## config.mk

```make
export PLATFORM = sky130hd
export DESIGN_NAME = vga_dac
export DESIGN_NICKNAME = d
export VERILOG_FILES = /design/src/rtl/vga_pkg.sv /design/src/rtl/palette_ram.sv /design/src/rtl/vga_dac.sv
export SDC_FILE = /design/constraint.sdc
export NUM_CORES = 2
export LEC_CHECK = 0
export BUFFER_PORTS_ARGS = -buffer_cell sky130_fd_sc_hd__buf_2
export CORE_AREA = 4 4 611 613
export DETAILED_ROUTE_END_ITERATION = 12
export DIE_AREA = 0 0 615 617
export SETUP_SLACK_MARGIN = 0.2
export SYNTH_ARGS = -nofsm -noshare
export SYNTH_HDL_FRONTEND = slang
export SYNTH_HIERARCHICAL = 1
export SYNTH_SLANG_ARGS = --single-unit
```

## constraint.sdc

```tcl
create_clock -name clock -period 6.7 [get_ports clock]
set_clock_uncertainty 0.05 [all_clocks]
set_input_delay 1.34 -clock clock [delete_from_list [all_inputs] [get_ports clock]]
set_output_delay 1.34 -clock clock [all_outputs]
set_load 0.05 [all_outputs]
```

## src/rtl/vga_pkg.sv

```systemverilog
// vga_pkg: port addresses, default CGA palette and sequencer states for vga_dac
package vga_pkg;
    localparam logic [15:0] DEF_PORT_BASE = 16'h03C7;
    localparam logic [15:0] DEF_PORT_STAT = 16'h03DA;
    localparam logic [15:0][11:0] CGA = {
        12'hFFF, 12'hFF5, 12'hF5F, 12'hF55, 12'h5FF, 12'h5F5, 12'h55F, 12'h555,
        12'hAAA, 12'hA50, 12'hA0A, 12'hA00, 12'h0AA, 12'h0A0, 12'h00A, 12'h000
    };
    typedef enum logic [1:0] {INIT, IDLE, PREF} state_t;
    function automatic logic [11:0] default_color(input logic [7:0] idx);
        return idx < 8'd16 ? CGA[idx[3:0]] : 12'h000;
    endfunction
endpackage

```

## src/rtl/palette_ram.sv

```systemverilog
// palette_ram: 256x12 palette with one write port, a free-running video read and an enabled CPU prefetch read
module palette_ram (
    input  logic        clock,
    input  logic        reset,
    input  logic        we,
    input  logic [7:0]  wa,
    input  logic [11:0] wd,
    input  logic [7:0]  va,
    output logic [11:0] vq,
    input  logic        re,
    input  logic [7:0]  ra,
    output logic [11:0] rq
);
    logic [11:0] mem [256];
    always_ff @(posedge clock) begin
        if (we) mem[wa] <= wd;
        vq <= mem[va];
    end
    // prefetch output doubles as the CPU readback latch, so it holds between prefetches
    always_ff @(posedge clock) begin
        if (reset) rq <= '0;
        else if (re) rq <= mem[ra];
    end
endmodule

```

## src/rtl/vga_dac.sv

```systemverilog
// vga_dac: palette DAC with PC-style 3C7h/3C8h/3C9h/3DAh ports and a default-palette reset sweep
module vga_dac
    import vga_pkg::*;
#(
    parameter int          INIT_LAST = 255,
    parameter logic [15:0] PORT_BASE = DEF_PORT_BASE,
    parameter logic [15:0] PORT_STAT = DEF_PORT_STAT
) (
    input  logic        clock,
    input  logic        reset,
    input  logic [15:0] port_a,
    input  logic [7:0]  port_i,
    input  logic        port_w,
    input  logic        port_r,
    output logic [7:0]  port_o,
    input  logic [7:0]  dac_a,
    output logic [11:0] dac_q,
    input  logic        vretrace,
    output logic        busy
);
    state_t      state;
    logic [8:0]  ic;
    logic [7:0]  widx, ridx, wa;
    logic [1:0]  wph, rph;
    logic [3:0]  r, g, c;
    logic        mode, vr;
    logic [11:0] rlat, wd;
    logic        hit_ri, hit_wi, hit_dat, hit_st, live, commit, we;

    always_comb begin
        hit_ri  = port_a == PORT_BASE;
        hit_wi  = port_a == PORT_BASE + 16'd1;
        hit_dat = port_a == PORT_BASE + 16'd2;
        hit_st  = port_a == PORT_STAT;
        live    = state != INIT;
        commit  = !reset && live && port_w && hit_dat && wph == 2'd2;
        we      = state == INIT || commit;
        wa      = live ? widx : ic[7:0];
        wd      = live ? {r, g, port_i[5:2]} : default_color(ic[7:0]);
        c       = rph == 2'd0 ? rlat[11:8] : rph == 2'd1 ? rlat[7:4] : rlat[3:0];
    end

    palette_ram u_ram (
        .clock(clock),
        .reset(reset),
        .we(we),
        .wa(wa),
        .wd(wd),
        .va(dac_a),
        .vq(dac_q),
        .re(state == PREF),
        .ra(ridx),
        .rq(rlat)
    );

    always_ff @(posedge clock) begin
        if (reset) begin
            state  <= INIT;
            ic     <= '0;
            busy   <= 1'b1;
            widx   <= '0;
            ridx   <= '0;
            wph    <= '0;
            rph    <= '0;
            r      <= '0;
            g      <= '0;
            mode   <= 1'b0;
            vr     <= 1'b0;
            port_o <= 8'h00;
        end else begin
            vr <= vr | vretrace;
            if (state == INIT) begin
                ic <= ic + 9'd1;
                if (ic == 9'(INIT_LAST)) begin
                    state <= IDLE;
                    busy  <= 1'b0;
                end
                if (port_r) port_o <= 8'hFF;
            end else begin
                if (state == PREF) state <= IDLE;
                if (port_w) begin
                    if (hit_ri) begin
                        ridx  <= port_i;
                        rph   <= '0;
                        mode  <= 1'b0;
                        state <= PREF;
                    end
                    if (hit_wi) begin
                        widx <= port_i;
                        wph  <= '0;
                        mode <= 1'b1;
                    end
                    if (hit_dat) begin
                        if (wph == 2'd0) begin
                            r   <= port_i[5:2];
                            wph <= 2'd1;
                        end else if (wph == 2'd1) begin
                            g   <= port_i[5:2];
                            wph <= 2'd2;
                        end else begin
                            widx <= widx + 8'd1;
                            wph  <= '0;
                            if (widx == ridx) state <= PREF;
                        end
                    end
                    if (port_r) port_o <= 8'hFF;
                end else if (port_r) begin
                    port_o <= hit_dat ? {2'b00, c, c[3:2]} :
                              hit_ri  ? {6'b0, {2{mode}}} :
                              hit_wi  ? widx :
                              hit_st  ? {4'b0, vr, 2'b0, vr} : 8'hFF;
                    if (hit_st) vr <= vretrace;
                    if (hit_dat) begin
                        rph <= rph == 2'd2 ? 2'd0 : rph + 2'd1;
                        if (rph == 2'd2) begin
                            ridx  <= ridx + 8'd1;
                            state <= PREF;
                        end
                    end
                end
            end
        end
    end
endmodule

```

==> impl_results.md <==
* Final hold violations at 0
* Leakage at 50.8 nW
* Clock root buffer: clkbuf_16
* Num CTS Buffers at 343
* Worst Path Buf+Inv at 1
* IO Count at 58
* Std cell rows at 223
* Power per cell area at 257 nW/µm²
* Max_slew headroom at -1.09%
* Filler-free cell count of the finished design at 13,251
* DR vias/cell at 6.76
* First-pass GRT wire length at 713,000 µm
* Setup TNS at 0 ns
* FF-to-FF setup slack at 1.20 ns
* Dpl ws at 0.874 ns
* Synth Register Bits at 3,151
* Layout cells sized above 1 at 30.5%
* Final cycle utilization of the critical path at 82.0%
* Die ar. at 379,000 µm²
* Top FF cell, synth: edfxtp_1
* Largest net degree at the start of global routing at 177
* Post-route setup slack at 1.20 ns
* CP Cell Sequence: or2_1 > nand2_1 > nand2_1 > nor2b_1 > nand4_1 > buf_4 > nor2_1
* Worst Tran Pin Value at 1.52 ns
* Clock-pin slew on the worst setup and hold paths at 0.06 ns
* Number of gates resized after cts at 0
* H-tree depth at 5
* Hold Buf Count CTS at 0
* DRT Pass-1 Iters at 9
* Synth warn at 6
* Antenna violations before repair at 45
* Clock share of power at 44.1%
* Most frequent CP cell: nand2_1
* CP max stage cell: nor2_1
* Final nets at 8,158
* Net Sw Frac at 22.1%
* Final WL at 517,000 µm
* Worst path max stage delay at 1.00 ns
* Final setup vio count at 0
* Final core occ at 45.0%
* Hold/Removal Path Class: flip-flop to flip-flop
* Routed via count at 89,626
* Met1 Track Usage GR at 35.3%
* Post-Place Cells at 12,608
* Final period demand of the worst path at 5.50 ns
* Violation count after the first detailed-route iteration at 14,224
* Layout area overhead at 13.1%
* Drt drc at 0
* Async SR Flop Fraction at 0%
* Status: complete, but fails checks
* Crit. End Element: flip-flop
* Crit Path Class: flip-flop to flip-flop
* Clock Sinks at 3,151
* Register share of total power at 51.0%
* RSZ-0062 raised after global routing: no
* Failing checks: max-slew violations
* All-Layer GR Usage at 26.6%
* Peak VDD IR at 195 µV
* MaxCap Viol Count at 0
* Worst-Skew Late Latency at 0.96 ns
* Cell variety after synth at 97
* Synth Net Count at 7,810
* Crit path max fanout at 25
* Postcts setup bufs at 0
* Core region area at 368,000 µm²
* Placed Area at 155,000 µm²
* Fmax at 0.182 GHz
* Avg Cell Area, Syn at 18.9 µm²
* Met2 Usage GRT at 40.1%
* Final Cell Area at 166,000 µm²
* CP delay by family, top: simple AND/OR/NAND/NOR gates
* Clk buf depth at 4
* Routability congestion estimate at 0.950
* Crit path launch type: flip-flop
* Fin. max-slew vios at 16
* CP arrival at 6.00 ns
* DP Wirelength at 333,000 µm
* Most used routing layer: met2
* Vias in the first global route at 87,884
* Internal Pwr Total at 33.1 mW
* Register area share after synthesis at 64.0%
* CP required at 7.20 ns
* Post-DRT Antenna Nets at 0
* EDFF count, synth at 3,072
* Met3 Usage GRT at 6.73%
* Syn Std Cell Area at 147,000 µm²
* CTS tree: done
* Combinational fraction of design power at 4.9%
* GRT overflow at 0
* Initial Util at 39.8%
* Die W at 615 µm
* P_sw at 9.42 mW
* Mapped Cells at 7,769
* WL/cell at 39.0 µm
* Buffers added on ports at 57
* Chip Height at 617 µm
==> flip-flops by register name, indices dropped and copies added (netlist names), named ones only <==
register / count
ridx: 8
u_ram/rq: 12
rph: 2
g: 4
ic: 9
r: 4
busy: 1
u_ram/mem: 3072
u_ram/vq: 12
widx: 8
mode: 1
port_o: 8
vr: 1
wph: 2
state: 2
==> routing by layer <==
metal	part of all wire (%)	vias to the layer above
li1	-	34318
met1	36	47520
met2	45	6526
met3	12	1236
met4	6.7	26
met5	0.035	-
==> power by group through the flow <==
| stage | Combinational (mW) | Sequential [mW] | Clock, mW |
|---|---|---|---|
| global placement | 2.03 | 22.1 | 0 |
| global route | 2.14 | 21.7 | 19.8 |
| finish | 2.08 | 21.7 | 18.8 |
| CTS | 2.06 | 21.7 | 19.0 |
| floorplan | 1.10 | 22.2 | 0 |
| detailed placement | 2.05 | 22.1 | 0 |
==> tightest hold or removal path: cells and delay by family, from the launching register on <==
| kind | cells | cell delay, ns |
|---|---|---|
| DFF | 1 | 0.31 |
| and+or+nand+nor | 2 | 0.09 |
==> synthesized netlist by cell type, drive strengths merged (12+ instances only) <==
cell	n	area, µm²
dfxtp	79	1580
a21oi	290	1450
nor2b	21	131
nand3	77	390
o221ai	63	558
o22ai	131	820
a311oi	12	105
nor3	66	340
or3	13	81.3
clkbuf	334	1470
a2111oi	30	267
a31oi	26	163
a22o	19	166
nor2	372	1400
or4	15	113
edfxtp	3072	92200
or2	20	125
mux2i	357	3570
nand4	30	209
nand2	183	689
nor4	79	552
o21ai	81	405
a211oi	45	338
mux4	1408	32000
buf	312	2470
a22oi	452	3390
==> through the flow <==
stage,hold slack (ns),power (mW)
final,0.390,42.5
after detailed placement,0.388,24.2
after global placement,0.386,24.1
after global routing,0.448,43.6
after CTS,0.397,42.7
after floorplan,0.376,23.3
==> layout make-up <==
cell class,count,area [µm²]
Timing Repair Buffer,651,5680
Clock buffer,440,9110
Tap cell,4837,6050
Multi-Input combinational cell,3959,49000
Sequential cell,3151,93800
Inverter,11,50.0
Fill cell,30940,202000
Clock inverter,181,1850
Antenna cell,21,52.6
==> cells by family (layout without fill, tap and decap cells) <==
family / Yosys count / after routing / share of synthesized area, %
other: 0 / 21 / 0
DFF: 3151 / 3151 / 64.0
AOI/OAI and AO/OA: 1225 / 1225 / 5.67
xor gates and xnor gates: 14 / 14 / 0.0837
muxes: 1776 / 1776 / 24.3
buffers and inverters: 659 / 1283 / 2.73
adders and majority gates: 4 / 4 / 0.0342
and+or+nand+nor: 940 / 940 / 3.09
==> cells in the final DEF (no fill, tap or decap), types with 13 or more instances in the layout <==
cell and n:
edfxtp_1 3072, mux4_2 1339, buf_4 521, a22oi_1 452, nor2_1 366, mux2i_1 357, clkbuf_16 349, a21oi_1 290
nand2_1 177, o22ai_1 131, clkbuf_1 87, nand3_1 75, dfxtp_1 74, buf_12 74, o21ai_0 67, clkinv_1 67
nor3_1 63, mux4_1 63, o221ai_1 62, nor4_1 61, buf_2 55, clkinv_2 49, a211oi_1 44, bufinv_16 30
nand4_1 28, a31oi_1 26, diode_2 21, nor2b_1 17, or4_1 15, nor4_2 15, or2_1 14, o21ai_1 14
a2111oi_0 14, or3_1 13, clkinvlp_4 13
==> worst paths after layout <==
kind / from / end / cells after the start
setup / recovery: state[0]$_SDFFE_PP0P_ / u_ram/mem[221][7]$_DFFE_PP_ / 7
hold / removal: busy$_SDFFE_PP1P_ / busy$_SDFFE_PP1P_ / 2
setup reg to reg: state[0]$_SDFFE_PP0P_ / u_ram/mem[221][7]$_DFFE_PP_ / 7
hold reg to reg: busy$_SDFFE_PP1P_ / busy$_SDFFE_PP1P_ / 2
Power figures use the tool's default switching activity.
